## src/rtl/halftone_pkg.sv

```systemverilog
// Shared definitions for the ordered-dither halftone engine.
// Holds the FSM encoding, default widths, Bayer base matrices and pixel levels.
package halftone_pkg;

    localparam int AW_DEF = 18;
    localparam int DW_DEF = 8;

    typedef enum logic [1:0] {
        S_IDLE,
        S_RD,
        S_CMP,
        S_FIN
    } state_e;

    // 4x4 Bayer index matrix, indexed [y][x]
    localparam logic [3:0] M4 [4][4] = '{
        '{4'd0,  4'd8,  4'd2,  4'd10},
        '{4'd12, 4'd4,  4'd14, 4'd6},
        '{4'd3,  4'd11, 4'd1,  4'd9},
        '{4'd15, 4'd7,  4'd13, 4'd5}
    };

    // 2x2 seed used to expand M4 to an 8x8 matrix, indexed [y][x]
    localparam logic [1:0] M2 [2][2] = '{
        '{2'd0, 2'd2},
        '{2'd3, 2'd1}
    };

    localparam logic [7:0] PIX_BLACK = 8'h00;
    localparam logic [7:0] PIX_WHITE = 8'hFF;

endpackage

```

## src/rtl/bayer_threshold.sv

```systemverilog
// Combinational Bayer threshold lookup for one pixel position.
// Ports: x_i[2:0], y_i[2:0] pixel coordinate LSBs; t_o[7:0] threshold.
// Macro HALFTONE_BAYER8_EN selects the 8x8 matrix; default is 4x4.
module bayer_threshold
    import halftone_pkg::*;
(
    input  logic [2:0] x_i,
    input  logic [2:0] y_i,
    output logic [7:0] t_o
);

`ifdef HALFTONE_BAYER8_EN
    logic [5:0] m8;

    // M8 = 4*M4[y%4][x%4] + M2[y/4][x/4]; T = M8*4+2
    always_comb begin
        m8  = {M4[y_i[1:0]][x_i[1:0]], 2'b00}
            + {4'b0000, M2[y_i[2]][x_i[2]]};
        t_o = {m8, 2'b10};
    end
`else
    logic unused_hi;

    // 4x4 only needs the low two coordinate bits
    assign unused_hi = x_i[2] ^ y_i[2];

    // T = M4*16+8
    always_comb begin
        t_o = {M4[y_i[1:0]][x_i[1:0]], 4'b1000};
    end
`endif

endmodule

```

## src/rtl/halftone_dither_ctrl.sv

```systemverilog
// Raster-scan ordered-dither controller for a single-port grayscale frame RAM.
// Ports: CLK, RST (async high), START; BUSY, DONE status; RAM_REN/WEN/A/D/Q.
// Macro HALFTONE_BAYER8_EN switches the threshold to the 8x8 Bayer matrix.
module halftone_dither_ctrl
    import halftone_pkg::*;
#(
    parameter int IMG_W = 512,
    parameter int IMG_H = 512,
    parameter int AW    = AW_DEF,
    parameter int DW    = DW_DEF
) (
    input  logic          CLK,
    input  logic          RST,
    input  logic          START,
    output logic          BUSY,
    output logic          DONE,
    output logic          RAM_REN,
    output logic          RAM_WEN,
    output logic [AW-1:0] RAM_A,
    output logic [DW-1:0] RAM_D,
    input  logic [DW-1:0] RAM_Q
);

    localparam int XW = $clog2(IMG_W);
    localparam int YW = (IMG_H > 1) ? $clog2(IMG_H) : 1;

    state_e        state_q;
    logic [XW-1:0] x_q;
    logic [YW-1:0] y_q;
    logic [AW-1:0] addr_q;
    logic          busy_q;
    logic          done_q;
    logic          ren_q;
    logic          wen_q;

    logic          x_last;
    logic          last_px;
    logic [2:0]    x3;
    logic [2:0]    y3;
    logic [7:0]    thr;
    logic [DW-1:0] pix_out;

    assign x_last  = (x_q == XW'(IMG_W - 1));
    assign last_px = x_last && (y_q == YW'(IMG_H - 1));

    assign x3 = 3'(x_q);
    assign y3 = 3'(y_q);

    bayer_threshold u_thr (
        .x_i (x3),
        .y_i (y3),
        .t_o (thr)
    );

    // RAM_Q is only valid during CMP, so the write data is formed from it
    // directly rather than registered a cycle late.
    assign pix_out = (RAM_Q >= DW'(thr)) ? DW'(PIX_WHITE) : DW'(PIX_BLACK);

    always_ff @(posedge CLK or posedge RST) begin
        if (RST) begin
            state_q <= S_IDLE;
            x_q     <= '0;
            y_q     <= '0;
            addr_q  <= '0;
            busy_q  <= 1'b0;
            done_q  <= 1'b0;
            ren_q   <= 1'b0;
            wen_q   <= 1'b0;
        end else begin
            unique case (state_q)
                S_IDLE: begin
                    if (START) begin
                        state_q <= S_RD;
                        busy_q  <= 1'b1;
                        ren_q   <= 1'b1;
                    end
                end
                S_RD: begin
                    state_q <= S_CMP;
                    ren_q   <= 1'b0;
                    wen_q   <= 1'b1;
                end
                S_CMP: begin
                    wen_q <= 1'b0;
                    if (last_px) begin
                        state_q <= S_FIN;
                        busy_q  <= 1'b0;
                        done_q  <= 1'b1;
                        x_q     <= '0;
                        y_q     <= '0;
                        addr_q  <= '0;
                    end else begin
                        state_q <= S_RD;
                        ren_q   <= 1'b1;
                        addr_q  <= addr_q + AW'(1);
                        if (x_last) begin
                            x_q <= '0;
                            y_q <= y_q + YW'(1);
                        end else begin
                            x_q <= x_q + XW'(1);
                        end
                    end
                end
                S_FIN: begin
                    state_q <= S_IDLE;
                    done_q  <= 1'b0;
                end
                default: begin
                    state_q <= S_IDLE;
                end
            endcase
        end
    end

    assign BUSY    = busy_q;
    assign DONE    = done_q;
    assign RAM_REN = ren_q;
    assign RAM_WEN = wen_q;

    // Bus is parked at zero whenever no access is in progress
    assign RAM_A = (ren_q || wen_q) ? addr_q : '0;
    assign RAM_D = wen_q ? pix_out : '0;

endmodule

```

## config.mk

```make
export PLATFORM = sky130hd
export DESIGN_NAME = halftone_dither_ctrl
export DESIGN_NICKNAME = d
export VERILOG_FILES = /design/src/rtl/halftone_pkg.sv /design/src/rtl/bayer_threshold.sv /design/src/rtl/halftone_dither_ctrl.sv
export SDC_FILE = /design/constraint.sdc
export NUM_CORES = 1
export LEC_CHECK = 0
export CELL_PAD_IN_SITES_DETAIL_PLACEMENT = 0
export CELL_PAD_IN_SITES_GLOBAL_PLACEMENT = 1
export CORE_UTILIZATION = 44
export CTS_CLUSTER_DIAMETER = 30
export DETAILED_ROUTE_END_ITERATION = 16
export GPL_TIMING_DRIVEN = 0
export PLACE_DENSITY_LB_ADDON = 0.1
export SLEW_MARGIN = 40
export SYNTH_ARGS = -nofsm -noshare
export SYNTH_HDL_FRONTEND = slang
export SYNTH_HIERARCHICAL = 1
export SYNTH_SLANG_ARGS = --single-unit
```

## constraint.sdc

```tcl
create_clock -name CLK -period 4.9 [get_ports CLK]
set_input_delay 0.49 -clock CLK [delete_from_list [all_inputs] [get_ports CLK]]
set_output_delay 0.49 -clock CLK [all_outputs]
set_load 0.01 [all_outputs]
```

# After elaboration in Yosys (flattened, before gate mapping)
# Cells that the tools add are included.
[classes]
add_sub_neg = 3
magnitude_cmp = 3
eq_ne = 8
muxes = 25
bitwise = 2
n_reduce_logical = 12
[ops]
columns = ["op", "n"]
rows = [
  ["18-bit 2-to-1 mux", 2],
  ["9-bit 2-to-1 mux", 4],
  ["16-bit binary-select mux with 2-bit select", 1],
  ["16-bit 2-to-1 mux", 2],
  ["18-bit by 1-bit adder with 18-bit output, second input constant", 1],
  ["9-bit by 1-bit adder with 9-bit output, second input constant", 2],
  ["9-bit == test, second input constant", 2],
  ["8-bit 2-to-1 mux", 2],
  ["4-bit binary-select mux with 2-bit select", 1],
  ["8-bit greater-or-equal comparator", 1],
  ["4-bit 2-to-1 mux", 2],
  ["2-bit case mux with 4 select lines", 1],
  ["2-bit nonzero test", 4],
  ["3-bit greater-or-equal comparator, second input constant", 2],
  ["2-bit != test, second input constant", 3],
  ["2-bit NOT with 3-bit output", 2],
  ["1-bit case mux with 2 select lines", 3],
  ["3-bit AND reduction", 2],
  ["2-bit == test, second input constant", 2],
  ["1-bit 2-to-1 mux", 4],
  ["2-bit 2-to-1 mux", 2],
  ["2-bit AND reduction", 2],
  ["1-bit case mux with 3 select lines", 1],
  ["3-bit nonzero test", 1],
  ["4 further kinds", 4],
]
[totals]
ff_bits = 42
out_inout_bits = 30
elab_cells = 61

# Depth between registers and ports, before layout
# Gate-level depths: netlist of run 1.
[logic_depth]
word_depth = 10
depth_mapped = 11

# Hierarchy
# The synthesis of run 1 kept the hierarchy.
[by_module_without_submodules]
columns = ["mod", "n_inst", "cells_each", "area_per_inst_um2", "seq_area_each_um2"]
rows = [
  ["halftone_dither_ctrl", 1, 270, 2473.6, 1051.0],
  ["bayer_threshold", 1, 10, 70.1, 0.0],
]

# Worst setup path after synthesis of run 1
# Ideal clock, no wire load.
[synth_path]
path_kind = "input-to-output"
start = "input RAM_Q[2]"
end = "output RAM_D[1]"
t_arrival_ps = 1958
required_ps = 4410
slack_ps = 2452
cell_stages = 6
path_cell_list = "ha_1 -> o21a_1 -> o21ai_0 -> o21a_1 -> o21ai_0 -> buf_4"
[synth_between]
elab_chain_cells = 3
[synth_rtl]
columns = ["element", "line_no", "text"]
rows = [
  ["from (decl)", "halftone_dither_ctrl.sv:21", "input logic [DW-1:0] RAM_Q"],
  ["8-bit greater-or-equal comparator", "halftone_dither_ctrl.sv:57", "assign pix_out = (RAM_Q >= DW'(thr)) ? DW'(PIX_WHITE) : DW'(PIX_BLACK);"],
  ["8-bit 2-to-1 mux", "halftone_dither_ctrl.sv:57", ""],
  ["8-bit 2-to-1 mux", "halftone_dither_ctrl.sv:122", "assign RAM_D = wen_q ? pix_out : '0;"],
  ["to (decl)", "halftone_dither_ctrl.sv:20", "output logic [DW-1:0] RAM_D,"],
]
# No other way between the ends.

# Worst setup path after layout of run 1
# Same ends and word-level chain as after synthesis.

==> results of run 1 <==
[cell type report]
cell class	instances	area, sq um	share of cell area, %
clock buffer	6	72.57	2.286
tap	72	90.09	2.838
clock inverter	2	37.54	1.183
inverter	15	58.81	1.853
timing repair buffer	41	420.4	13.24
multi-input combinational	202	1308	41.19
sequential	42	1051	33.11
buffer	23	136.4	4.296
[flip-flops by register name (all words and copies together), names as in the netlist]
register,count
RAM_REN,1
y_q,9
state_q,2
BUSY,1
RAM_WEN,1
addr_q,18
DONE,1
x_q,9
[stage by stage]
step           total power [W]  instance area [sq um]
2_1_floorplan        0.0003680                   2551
3_3_place_gp         0.0003798                   3042
6_report             0.0006457                   3174
5_1_grt              0.0006780                   3174
3_5_place_dp         0.0003822                   3064
4_1_cts              0.0006572                   3174
[how the worst min path moves through the flow]
stage | to
final | addr_q[6]
after global placement | y_q[8]
after detailed placement | y_q[8]
after CTS | state_q[0]
after floorplan | y_q[8]
after global routing | addr_q[0]
[routing by layer]
layer	wire length, um	part of all wire [%]	global-route usage [%]	up-vias
li1	-	-	-	1039
met1	2449	50	25.39	937
met2	2240	45	29.38	38
met3	209	4.2	4.070	4
met4	38	0.77	5.000	0
met5	0	0	0	-
[critical path, delay by kind of cell]
family | cells | cell delay (ns)
buffers and inverters | 3 | 1.12
adders and majority gates | 1 | 0.27
AOI/OAI and AO/OA | 4 | 0.75
[cells by family after synthesis]
| logic type | count (synthesis) | share of synthesized area (%) |
|---|---|---|
| AND/OR/NAND/NOR | 111 | 23.12 |
| XOR/XNOR | 17 | 5.853 |
| AO/OA/AOI/OAI | 47 | 10.82 |
| adder cells (fa/ha/maj) | 18 | 8.854 |
| buffers and inverters | 38 | 7.574 |
| multiplexers | 5 | 2.164 |
| other | 2 | 0.2952 |
| flip-flops | 42 | 41.32 |
[power groups by stage]
stage | clock, W | combinational, W | sequential [W]
after floorplan | 0 | 0.0000148 | 0.000353
after global placement | 0 | 0.0000266 | 0.000353
after detailed placement | 0 | 0.0000290 | 0.000353
after CTS | 0.000282 | 0.0000291 | 0.000346
after global routing | 0.000299 | 0.0000326 | 0.000346
final | 0.000271 | 0.0000281 | 0.000346
[layout by cell type, fill, tap and decap left out, types with 10 or more instances in the layout]
cell              n
a21oi_1          13
buf_4            13
clkbuf_1         10
clkdlybuf4s50_1  40
dfrtp_1          42
ha_1             18
inv_1            14
nand2_1          20
nor2_1           24
nor2b_1          17
o21ai_0          18
xor2_1           13
==> impl_results.md, run 1 <==
- Status: finished clean
- Synth Cell Area: 2544 sq um
- Fin worst setup slack: about 1.8 ns
- Final worst-path cycle share: a little under two thirds
- H-tree Lvls: 2
- Critical path class: input port to primary output
- DP Cell Count: about 400
- GRT Residual Overflow: 0
- TritonRoute pass-1 iters: 4
- Hold Slack: just under 0.5 ns
- Reg clk slew, reported paths: about 0.080 ns
- Vias: between 2000 and 2500
- CTS tree: done
- Final Net Count: between 300 and 400
- Vias in the first global route: 1923
- Critical-path top delay cell: clkdlybuf4s50_1
- Max-Cap Viols: 0
- Prevailing post-synth register cell: dfrtp_1
- DIE WIDTH: about 78 um
- Worst setup EP type: primary output
- Port bufs: 40
- EDFF count, synth: 0
- Largest area contributor in the netlist: dfrtp_1
- Post-DR wirelength/cell: between 10 and 15 um
- Pre-CTS setup slack: approximately 1.5 ns
- Drt total wl: between 4 and 5 mm
- Fillers: approximately 540
- Starting Density: a little under half
- Distinct cell type count after synthesis: 38
- Power density cells: 203.4 nW/um^2
- Fin util: roughly 57%
- Die Ht: approximately 78 um
- Total GRT Usage: 18.46%
- Inserted Diodes: 0
- Resized Gates After CTS: 0
- Setup TNS: 0 ns
- # Post-CTS Setup Buffers: 0
- Leakage: 1.412 nW
- Clock latency at the later pin of the worst-skew pair: between 0.2 and 0.3 ns
- Final Hold Violating Endpoints: 0
- Least-Margin Pin Slew: 0.7241 ns
- Antenna Nets Post-Route: 0
- Synth Register Bits: between 40 and 50
- Routability congestion estimate: a little under 0.8
- Final worst path period need: ~3.1 ns
- Worst endpoint data arrival time: about 2.6 ns
- Switch share: around 20%
- Largest net degree at the start of global routing: 25
- Hpwl dp: around 3.7 mm
- Initial antenna violation count: 0
- DR DRC count: 0
- Crit path cell chain: clkdlybuf4s50_1 > ha_1 > o21a_1 > o21ai_0 > o21a_1 > o21ai_1 > buf_4 > clkdlybuf4s50_1
- Worst reg2reg startpoint: x_q[0]
- Synth top cells by count: 42 x dfrtp_1, 24 x nor2_1, 20 x nand2_1, 19 x o21ai_0, 18 x ha_1
- Worst slew margin: between 50% and 60%
- Worst r2r path cells: 10
- # IOs: 41
- Area share of the largest cell type after synthesis: approximately 41%
- Synth area leaders: dfrtp_1 41%, ha_1 8.9%, xor2_1 4.5%, nor2b_1 4.2%, buf_4 3.8%
- Worst reg-to-reg setup slack: between 2 and 2.5 ns
- Crit path required time: 4.41 ns
- Worst setup endpoint: RAM_D[1]
- Fmax: between 300 and 400 MHz
- Clock share of power: about two fifths
- Via-to-Cell Ratio: 5.007
- Row cnt: 27
- Setup violators final: 0
- Syn avg cell area: a little over 9 sq um
- Power Internal: ~0.0005 W
- 1st-iter DRT viols: slightly above 60
- Fraction of layout cells with a size suffix above 1: 8.761%
- Area growth from synthesis to layout: 24.79%
- Crit path launch: RAM_Q[2]
- Worst-path fanout max: 8
- Async S/R FF share, synth: 100.0%
- Post-Route Skew: around 0.0084 ns
- Post-Synthesis Cells: 280
- HP Class: input port to asynchronous set/reset pin
- Comb pwr share: roughly 4.3%
- Sequential area share after synthesis: about two fifths
- CTS root buf: clkbuf_8
- VDD IR max: 0.1085 mV
- # hold bufs at CTS: 0
- First-pass GRT wire length: ~9 mm
- Worst setup SP type: input port
- Final Non-Filler Cells: 403
- Most numerous cell in the Yosys netlist: dfrtp_1
- Part of the power in registers: 53.6%
- Die ar.: 6089 sq um
- Max Root-Sink Buffers: 2
- Clk sink count: 42
- P_sw: around 0.00013 W
- Slew Limit Fails: 0
- YS warnings: 6
- CTS Buf Count: 5
- Core area: approximately 5500 sq um
- R2r endpoint: state_q[1]
- Largest stage delay on the critical path: 0.53 ns
- RSZ-0062 raised after global routing: no
No activity file was read; power rests on OpenSTA's default activity.
==> run 2: changes to the inputs <==
CORE_UTILIZATION = 41   (was 44)
clock period = 2.9 ns   (was 4.9 ns; I/O delays follow)
==> run 2 against run 1 <==
Effect of this change: critical path depth unchanged; register-to-register slack got worse by 2.0 ns; first-iteration DRC count increased by 6.5%; wire length increased by 6.1%; clock power increased by 70%; non-clock buffer count decreased by 1; final area increased by 0.16%; total power increased by 69%; count of clock-buffer cells in the layout unchanged; combinational power increased by 71%; die area increased by 7.1%; critical endpoint is now RAM_D[3]; highest routed layer unchanged.
==> impl_results.md, run 2 (synthesized netlist as in run 1, its figures left out) <==
- Pre-CTS setup slack: -0.1008 ns (-1.616 ns)
- Total GRT Usage: 18.48% (+0.024 points)
- Initial antenna violation count: 0 (unchanged)
- Worst reg-to-reg setup slack: 0.35 ns (-1.99 ns)
- DR DRC count: 0 (unchanged)
- Vias: 2041 (+1.1%)
- Worst endpoint data arrival time: 2.41 ns (-0.21 ns)
- Leakage: 1.416 nW (+0.29%)
- Fin util: 53.38% (-3.9 points)
- Routability congestion estimate: 0.7574 (-1.5%)
- GRT Residual Overflow: 0 (unchanged)
- Post-DR wirelength/cell: 12.94 um (+5.6%)
- Worst setup EP type: primary output
- CTS Buf Count: 5 (unchanged)
- Hpwl dp: 3.801 mm (+2.9%)
- RSZ-0062 raised after global routing: no
- Top flop regs: addr_q (18), x_q (9), y_q (9)
- DIE WIDTH: 80.77 um (+3.5%)
- Row cnt: 28 (+3.7%)
- Core area: 5956 sq um (+7.5%)
- Post-Route Skew: 0.009015 ns (+0.0005946 ns)
- Final worst-path cycle share: between 90% and 100%
- 1st-iter DRT viols: 66 (+6.5%)
- Final Hold Violating Endpoints: 0 (unchanged)
- Commonest non-fill, non-tap cell in the layout: dfrtp_1
- Drt total wl: 5.240 mm (+6.1%)
- Fraction of layout cells with a size suffix above 1: 9.394% (+0.63 points)
- Fmax: ~370 MHz
- Reg clk slew, reported paths: 0.08 ns (about the same)
- Crit path required time: 2.61 ns (-1.80 ns)
- Met2 Track Usage GR: 28.64% (-0.74 points)
- TritonRoute pass-1 iters: 4 (unchanged)
- Max Root-Sink Buffers: 2 (unchanged)
- Multi-input gate area: 1311 sq um (+0.29%)
- Met3 usage: 4.045% (-0.025 points)
- Commonest non-fill, non-tap cells in the layout: 42 x dfrtp_1, 40 x clkdlybuf4s50_1, 24 x nor2_1
- Port bufs: 40 (unchanged)
- Largest net degree at the start of global routing: 41 (+64%)
- Largest register FFs: 18 (unchanged)
- R2r endpoint: y_q[5]
- Critical path class: flip-flop to primary output
- Worst setup SP type: flip-flop
- Most flop-heavy register: addr_q
- CTS tree: done
- Part of the power in registers: 53.5% (about the same)
- Slew Limit Fails: 0 (unchanged)
- Final worst path period need: around 2.7 ns
- Register area: 1051 sq um (unchanged)
- HP Class: input port to asynchronous set/reset pin
- Area growth from synthesis to layout: 24.99%
- Worst-path fanout max: 8 (unchanged)
- First-pass GRT wire length: 9.204 mm (+4.4%)
- VDD IR max: 0.1900 mV (+75%)
- Setup violators final: 0 (unchanged)
- Power density cells: 343.7 nW/um^2 (+69%)
- Power Internal: 0.0008678 W (+69%)
- Least-Margin Pin Slew: 0.6897 ns (-0.03441 ns)
- Grt met1 use: 25.91% (+0.52 points)
- H-tree Lvls: 2 (unchanged)
- P_sw: 0.0002249 W (+70%)
- Status: finished clean
- Fin worst setup slack: 0.2031 ns (-1.586 ns)
- CTS root buf: clkbuf_8
- Inserted Diodes: 0 (unchanged)
- Clk sink count: 42 (unchanged)
- Die Ht: 80.77 um (+3.5%)
- Max-Cap Viols: 0 (unchanged)
- Starting Density: 42.71% (-3.2 points)
- Busiest layer in global routing: met2
- Worst slew margin: 53.85% (+2.3 points)
- Final Net Count: 358 (-0.28%)
- Switch share: 20.58% (+0.11 points)
- Fillers: 576 (+7.1%)
- Via-to-Cell Ratio: 5.040 (+0.64%)
- Vias in the first global route: 1961 (+2.0%)
- Antenna Nets Post-Route: 0 (unchanged)
- # IOs: 41 (unchanged)
- Comb pwr share: 4.4% (about the same)
- Clock share of power: 42.1% (about the same)
- Die ar.: 6523 sq um (+7.1%)
- Worst reg2reg startpoint: x_q[0]
- Worst r2r path cells: 9 (-1)
- Clock latency at the later pin of the worst-skew pair: 0.29 ns (about the same)
-- run 2: cell count changes in the layout (fill, tap and decap cells not counted) --
cell,change
clkbuf_1,-2
clkbuf_2,+1
o21ai_1,-1
o21ai_2,+1
-- run 2: how the worst max path moves through the flow --
stage                     endpoint     start  slack, ns  depth (start not counted)
after floorplan           RAM_D[1]    x_q[1]       0.69                          7
after global placement    RAM_D[3]  RAM_Q[2]      -0.08                          8
after detailed placement  RAM_D[3]  RAM_Q[2]      -0.10                          8
after CTS                 RAM_D[3]    x_q[1]       0.02                          8
after global routing      RAM_D[4]    x_q[1]       0.03                          8
final                     RAM_D[3]    x_q[1]       0.20                          8
-- run 2: layout make-up --
| type | instances | area share, % |
|---|---|---|
| multi-input combinational | 202 | 41.24 |
| buffer | 22 | 4.211 |
| sequential | 42 | 33.06 |
| tap | 75 | 2.952 |
| clock inverter | 2 | 1.181 |
| clock buffer | 6 | 2.283 |
| timing repair buffer | 41 | 13.22 |
| inverter | 15 | 1.850 |
-- run 2: power groups by stage --
stage               Clock (W)  Sequential [W]  Combinational (W)
detailed placement          0        0.000597          0.0000489
global route         0.000499        0.000585          0.0000565
CTS                  0.000479        0.000585          0.0000493
global placement            0        0.000597          0.0000450
floorplan                   0        0.000597          0.0000251
finish               0.000460        0.000585          0.0000480
-- run 2: critical path: stages (launching register included) --
cell             delay (ns)
dfrtp_1                0.45
xor2_1                 0.17
inv_1                  0.05
ha_1                   0.26
o21a_1                 0.11
o211ai_1               0.09
o21ai_2                0.29
buf_4                  0.16
clkdlybuf4s50_1        0.53
-- run 2: what timing repair did --
item | in CTS | in global routing
gates resized for setup | 1 | 3
cloned | 0 | 0
hold buffers | 0 | 0
pin swaps | 0 | 0
setup buffers | 0 | 0
setup endpoints to repair | 8 | 12
-- run 2: through the flow --
| step | power, W | setup TNS, ns | instance area (sq um) | hold WS, ns | std cells |
|---|---|---|---|---|---|
| after floorplan | 0.0006218 | 0 | 2551 | 0.4453 | 282 |
| after global placement | 0.0006418 | -0.4935 | 3045 | 0.4627 | 397 |
| after detailed placement | 0.0006456 | -0.6775 | 3068 | 0.5051 | 398 |
| after CTS | 0.001113 | 0 | 3178 | 0.1901 | 406 |
| after global routing | 0.001140 | 0 | 3179 | 0.1946 | 405 |
| final | 0.001093 | 0 | 3179 | 0.1979 | 405 |
-- run 2: routing by layer --
layer / wire length [um] / up-vias
met1: 2658 / 962
met2: 2320 / 35
met4: 34 / 0
met3: 227 / 2
met5: 0 / -
li1: - / 1042
